[config.mk]
export PLATFORM = sky130hd
export DESIGN_NAME = booth_mult_seq
export DESIGN_NICKNAME = d
export VERILOG_FILES = /design/src/rtl/booth_mult_seq.sv
export SDC_FILE = /design/constraint.sdc
export NUM_CORES = 1
export LEC_CHECK = 0
export CAP_MARGIN = 10
export CORE_MARGIN = 4
export CORE_UTILIZATION = 45
export CTS_CLUSTER_DIAMETER = 30
export CTS_CLUSTER_SIZE = 28
export DETAILED_ROUTE_END_ITERATION = 10
export GPL_TIMING_DRIVEN = 0
export MAX_ROUTING_LAYER = met4
export PLACE_DENSITY = 0.69
export SETUP_SLACK_MARGIN = 0.5
export SYNTH_ARGS = -nofsm -noshare
export SYNTH_HDL_FRONTEND = slang
export SYNTH_SLANG_ARGS = --single-unit
export TNS_END_PERCENT = 20
[constraint.sdc]
create_clock -name clk -period 6.15 [get_ports clk]
set_clock_uncertainty 0.15 [all_clocks]
set_input_delay 1.845 -clock clk [delete_from_list [all_inputs] [get_ports clk]]
set_output_delay 1.845 -clock clk [all_outputs]
set_load 0.1 [all_outputs]
[src/rtl/booth_mult_seq.sv]
// Iterative radix-2 Booth multiplier: one Booth step per clock over WIDTH+1
// extended bits, signed or unsigned, behind a start/busy/done handshake.
module booth_mult_seq #(
  parameter int WIDTH = 8
) (
  input  logic               clk,
  input  logic               rst_n,
  input  logic               start,
  input  logic               signed_md,
  input  logic [WIDTH-1:0]   a,
  input  logic [WIDTH-1:0]   b,
  output logic               busy,
  output logic               done,
  output logic [2*WIDTH-1:0] p_full,
  output logic [WIDTH-1:0]   p,
  output logic               ovf
);

  localparam int             CW        = $clog2(WIDTH + 1);
  localparam logic [CW-1:0]  LAST_STEP = CW'(WIDTH);

  typedef enum logic [1:0] {S_IDLE, S_RUN, S_DONE} state_t;

  state_t             state_q, state_d;
  logic [WIDTH:0]     acc_a_q, acc_a_d;     // A: upper accumulator half
  logic [WIDTH:0]     acc_q_q, acc_q_d;     // Q: multiplier / lower half
  logic               q_m1_q, q_m1_d;       // q_1: Booth look-behind bit
  logic [WIDTH:0]     mcand_q, mcand_d;     // ext(a), frozen for the operation
  logic               sm_q, sm_d;           // mode captured with start
  logic [CW-1:0]      cnt_q, cnt_d;
  logic [2*WIDTH-1:0] p_full_q, p_full_d;
  logic               ovf_q, ovf_d;

  logic [WIDTH:0]     a_ext, b_ext, sum, step_a, step_q;
  logic               step_q1;
  logic [2*WIDTH-1:0] prod;
  logic [WIDTH:0]     prod_top;
  logic               prod_ovf;
  logic               load;

  // Booth step datapath: conditional add/subtract, then arithmetic shift.
  always_comb begin
    // NOTE: every combinational output gets a default first so no path
    // leaves it unassigned, which would otherwise infer a latch.
    sum     = acc_a_q;
    a_ext   = signed_md ? {a[WIDTH-1], a} : {1'b0, a};
    b_ext   = signed_md ? {b[WIDTH-1], b} : {1'b0, b};
    case ({acc_q_q[0], q_m1_q})
      2'b01:   sum = acc_a_q + mcand_q;
      2'b10:   sum = acc_a_q - mcand_q;
      default: sum = acc_a_q;
    endcase
    step_a  = {sum[WIDTH], sum[WIDTH:1]};
    step_q  = {sum[0], acc_q_q[WIDTH:1]};
    step_q1 = acc_q_q[0];
    // After WIDTH+1 steps {A,Q} holds the exact product of the extended
    // operands; it always fits in 2*WIDTH bits, so the low half is taken.
    prod     = {step_a[WIDTH-2:0], step_q};
    prod_top = prod[2*WIDTH-1:WIDTH-1];
    prod_ovf = sm_q ? !((&prod_top) || (~|prod_top))
                    : (|prod[2*WIDTH-1:WIDTH]);
  end

  // Control FSM: next state, operand load, step iteration and result capture.
  always_comb begin
    state_d  = state_q;
    acc_a_d  = acc_a_q;
    acc_q_d  = acc_q_q;
    q_m1_d   = q_m1_q;
    mcand_d  = mcand_q;
    sm_d     = sm_q;
    cnt_d    = cnt_q;
    p_full_d = p_full_q;
    ovf_d    = ovf_q;
    load     = start && (state_q != S_RUN);

    case (state_q)
      S_RUN: begin
        acc_a_d = step_a;
        acc_q_d = step_q;
        q_m1_d  = step_q1;
        cnt_d   = cnt_q + CW'(1);
        if (cnt_q == LAST_STEP) begin
          state_d  = S_DONE;
          p_full_d = prod;
          ovf_d    = prod_ovf;
        end
      end
      S_DONE:  state_d = S_IDLE;
      default: state_d = S_IDLE;
    endcase

    if (load) begin
      state_d = S_RUN;
      acc_a_d = '0;
      acc_q_d = b_ext;
      q_m1_d  = 1'b0;
      mcand_d = a_ext;
      sm_d    = signed_md;
      cnt_d   = '0;
    end
  end

  // State and datapath registers; reset clears every one of them.
  always_ff @(posedge clk or negedge rst_n) begin
    if (!rst_n) begin
      state_q  <= S_IDLE;
      acc_a_q  <= '0;
      acc_q_q  <= '0;
      q_m1_q   <= 1'b0;
      mcand_q  <= '0;
      sm_q     <= 1'b0;
      cnt_q    <= '0;
      p_full_q <= '0;
      ovf_q    <= 1'b0;
    end else begin
      // NOTE: non-blocking assignments so every register samples the
      // pre-edge values, independent of statement order.
      state_q  <= state_d;
      acc_a_q  <= acc_a_d;
      acc_q_q  <= acc_q_d;
      q_m1_q   <= q_m1_d;
      mcand_q  <= mcand_d;
      sm_q     <= sm_d;
      cnt_q    <= cnt_d;
      p_full_q <= p_full_d;
      ovf_q    <= ovf_d;
    end
  end

  assign busy   = (state_q == S_RUN);
  assign done   = (state_q == S_DONE);
  assign p_full = p_full_q;
  assign p      = p_full_q[WIDTH-1:0];
  assign ovf    = ovf_q;

endmodule

# Word-level counts from Yosys, hierarchy flattened
# Index checks and enable logic that the tools add are counted.
op_classes:
  add_sub_neg: 3
  n_eq_ne: 7
  mux: 15
  n_reduce_logical: 9
ops:
  columns: ["op", "count"]
  rows:
  - ["2-to-1 mux 9 bit", 6]
  - ["case mux 9 bit (2 select lines)", 1]
  - ["adder 9 bit", 1]
  - ["AND reduction 9 bit", 1]
  - ["OR reduction 9 bit", 1]
  - ["subtractor 9 bit", 1]
  - ["2-to-1 mux 4 bit", 2]
  - ["OR reduction 8 bit", 1]
  - ["2-to-1 mux 2 bit", 3]
  - ["adder 4 x 1 -> 4 bit (second input constant)", 1]
  - ["== test 2 x 1 -> 1 bit (second input constant)", 2]
  - ["== test 2 bit (second input constant)", 2]
  - ["== test 4 bit (second input constant)", 1]
  - ["2-to-1 mux 1 bit", 3]
  - ["!= test 3 x 1 -> 1 bit (second input constant)", 1]
  - ["logical NOT 1 bit", 2]
  - ["!= test 2 x 1 -> 1 bit (second input constant)", 1]
  - ["AND reduction 2 bit", 1]
  - ["nonzero test 2 bit", 1]
  - ["logical AND 1 bit", 1]
  - ["logical OR 1 bit", 1]
totals:
  regBits: 52
  input_bits: 20
  out_inout_bits: 27
  word_cells: 43

# Logic depth before layout (Yosys ltp)
depth:
  word_depth: 7
  mapped_depth: 13
  mapped_depth_nobuf: 12

# Least setup slack after synthesis
# No wires, ideal clock.
synth_timing:
  path_type: "register -> output"
  from: "register state_q[1]"
  to: "output busy"
  arrival_ns: 1.976
  required_ns: 4.155
  slack_ns: 2.179
  stages_incl_launch_ff: 5
  n_path_buf: 2
  cell_sequence: "dfrtp_1 -> nand2b_1 -> inv_1 -> clkbuf_1 -> buf_1"
synth_via:
  elab_chain_cells: 1
synth_rtl:
  columns: ["element", "line", "rtl"]
  rows:
  - ["from (decl)", "24", "state_t state_q, state_d;"]
  - ["from (signal assigned)", "119", "state_q <= state_d;"]
  - ["== test 2 x 1 -> 1 bit", "131", "assign busy = (state_q == S_RUN);"]
  - ["to (decl)", "12", "output logic busy,"]
# Every way passes these cells.

# Final worst setup path
# Same ends and word-level chain as after synthesis.

==> flow_summary.json <==
{
  "worstHoldPathCells": 2,
  "timing.hold.worst_endpoint": "p_full[11]",
  "vias_in_the_first_global_route": 2337,
  "worst_pin_slew_ns": 0.972,
  "core.rowCount": 29,
  "synth_cell_types": 49,
  "numPortBuffers": 46,
  "post-route-util_pct": 56.9,
  "ys_seq_elements": 51,
  "core_um2": 6350,
  "synthesis.instances": 321,
  "finalHoldViolCount": 0,
  "synth.cells.most_frequent": "nand2_1 (59), dfrtp_1 (51), o21ai_0 (24), nor2_1 (22), inv_1 (15)",
  "cts.hold.buffers_added": 0,
  "cts_made_buffers": 5,
  "critical_path.startpoint": "state_q[1]",
  "antenna_found_initial": 0,
  "worst_path_dominant_cell_family": "buffers and inverters",
  "clk-insertion-delay-late_ns": 0.31,
  "crit_slowest_cell": "clkdlybuf4s50_1",
  "timing.critical_path.from_type": "flip-flop",
  "relSlewSlack_pct": 35.0,
  "worst_setup_hold_path_clk_slew_ns": 0.10,
  "period_minus_slack_ns": 5.24,
  "dieArea_um2": 7880,
  "synthesis_to_layout_area_growth_pct": 23.1,
  "unrepaired_setup_endpoints_after_global_routing": "no",
  "fill_cells": 560,
  "ctsRootBufferMaster": "clkbuf_8",
  "worst-r2r-cell-count": 11,
  "initial_core_util_pct": 46.2,
  "seq_area_frac_synth_pct": 43.5,
  "cp.arrival_ns": 3.24,
  "hp-class": "reg2reg",
  "synth_top_area_cell": "dfrtp_1",
  "syn_nets": 354,
  "die_w_um": 88.7,
  "critPathBufInv": 4,
  "timing.final.crit_share_pct": 85.2,
  "status": "finished clean",
  "timing.rr.end": "ovf",
  "grt_max_degree": 31,
  "post_synth_main_area_contributors": "dfrtp_1 (43%), nand2_1 (7.5%), ha_1 (5.1%), o21ai_0 (4.1%), mux2_2 (3.8%)",
  "postSynth.asyncResetShare_pct": 100,
  "detailedRoute.firstIterationViolations": 156,
  "die-height_um": 88.7,
  "net_count_final": 408,
  "ctsResizeCount": 0,
  "maxSlewViolCount": 0,
  "endpoint_kind": "output port",
  "wl_per_cell_um": 14.5,
  "max_cap_violations": 0,
  "worstHoldStart": "p_full[11]",
  "cts.sink_count": 51,
  "floorplan.io_pins": 47,
  "synth_area_um2": 2930,
  "worst-setup-path-type": "reg2out",
  "antenna_cells_inserted": 0,
  "syn_avg_cell_area_um2": 9.14,
  "grt_first_pass_wirelength_mm": 11.1,
  "routability_congestion_estimate": 0.861,
  "maxClockFrequency_mhz": 191,
  "cts_max_level": 2,
  "timing.final.setup_violations": 0,
  "cts_setup_buffers": 0,
  "r2r_start": "q_m1_q",
  "ff2ff_setup_slack_ns": 2.53,
  "ctsLongestPathBuffers": 2,
  "fin_tns_setup_ns": 0,
  "drt-pass1-iter-count": 4,
  "number_of_synthesized_flops_with_an_enable_pin": 0,
  "drc": 0,
  "cts_tree": "done",
  "groute.usage.overall_pct": 18.5,
  "via_per_inst": 5.40,
  "final_antenna_net_count": 0,
  "area_share_of_the_largest_cell_type_after_synthesis_pct": 43.5,
  "layout-drive-gt1-share_pct": 8.00,
  "slowest_delay_ns": 1.23,
  "path_max_fanout": 10,
  "yosysWarningCount": 0,
  "totalWireLength_mm": 6.55,
  "synth-main-ff-cell": "dfrtp_1",
  "critPathRequiredTime_ns": 4.16,
  "grt_overflow_total": 0,
  "sum_of_net_half_perimeters_after_detailed_placement_mm": 5.09,
  "route.vias.total": 2442,
  "timing.critical_path.cells": "nand2b_1 > inv_1 > clkbuf_1 > buf_1 > clkdlybuf4s50_1",
  "synth_most_common_cell": "nand2_1"
}
## tightest hold or removal path, delay by kind of cell (launching register included)
kind            cells  cell delay (ns)
compound gates      1             0.06
flops               1             0.35
simple gates        1             0.04
## flip-flops by register name, summed over array words and instances, names as in the netlist, 2 cells and up
name and count:
acc_a_q 8, state_q 2, mcand_q 9, acc_q_q 9, p_full 16, cnt_q 4
## kinds of logic (layout without fill, tap and decap cells)
| family | after synthesis | in the layout | synth area share [%] |
|---|---|---|---|
| multiplexers | 20 | 20 | 7.42 |
| adder cells (fa/ha/maj) | 13 | 13 | 5.80 |
| AND/OR/NAND/NOR | 124 | 124 | 20.5 |
| buffers and inverters | 39 | 93 | 6.06 |
| AO/OA/AOI/OAI | 64 | 64 | 13.7 |
| flip-flops | 51 | 51 | 43.5 |
| XOR/XNOR | 10 | 10 | 2.99 |
## per-stage QoR
stage	setup WS (ns)	hold WS (ns)	cell area, µm²	std cells
2_1_floorplan	2.18	0.300	2930	321
3_3_place_gp	1.25	0.313	3490	444
3_5_place_dp	1.24	0.323	3510	445
4_1_cts	0.888	0.343	3610	452
5_1_grt	0.748	0.362	3610	452
6_report	0.911	0.332	3610	452
## how the worst max path moves through the flow
stage | endpoint | slack, ns | cells after the start
2_1_floorplan | busy | 2.18 | 4
5_1_grt | busy | 0.75 | 5
6_report | busy | 0.91 | 5
3_5_place_dp | busy | 1.24 | 5
3_3_place_gp | busy | 1.25 | 5
4_1_cts | busy | 0.89 | 5
## cell type report
class / count / area, µm² / area share, %
multi-input cells: 231 / 1480 / 41.0
flip-flops and latches: 51 / 1280 / 35.3
inverters: 15 / 56.3 / 1.56
plain buffers: 24 / 121 / 3.36
clock inverters: 2 / 37.5 / 1.04
repair buffers: 47 / 475 / 13.2
well taps: 77 / 96.3 / 2.67
clock buffers: 5 / 68.8 / 1.91
## per-layer routing
metal  GRT usage [%]  up-vias  wire [µm]
met5               -        -          0
met4            4.40        0         53
met3            2.70        5        272
met2            28.6       38       3120
met1            25.5     1184       3100
li1                -     1215          -
## placed cells by master, fill, tap and decap left out, types with 3 or more instances in the layout
master / count
or3_1: 3
a221oi_1: 3
mux2_2: 10
dfrtp_1: 51
nand2_1: 59
a21o_1: 3
o21ai_0: 24
a21oi_1: 9
nor2_1: 22
nand2b_1: 4
or4_1: 4
clkbuf_1: 11
ha_1: 12
xnor2_1: 9
o211ai_1: 3
nand3b_1: 5
nor3_1: 5
buf_4: 8
nor3b_1: 3
clkbuf_8: 5
clkdlybuf4s50_1: 45
nor2b_1: 6
o21ai_1: 5
inv_1: 15
a211oi_1: 3
mux2i_1: 9
buf_1: 4
Power is not shown: default switching activity piles up to over one toggle a cycle in this logic, so the estimate is an artifact.
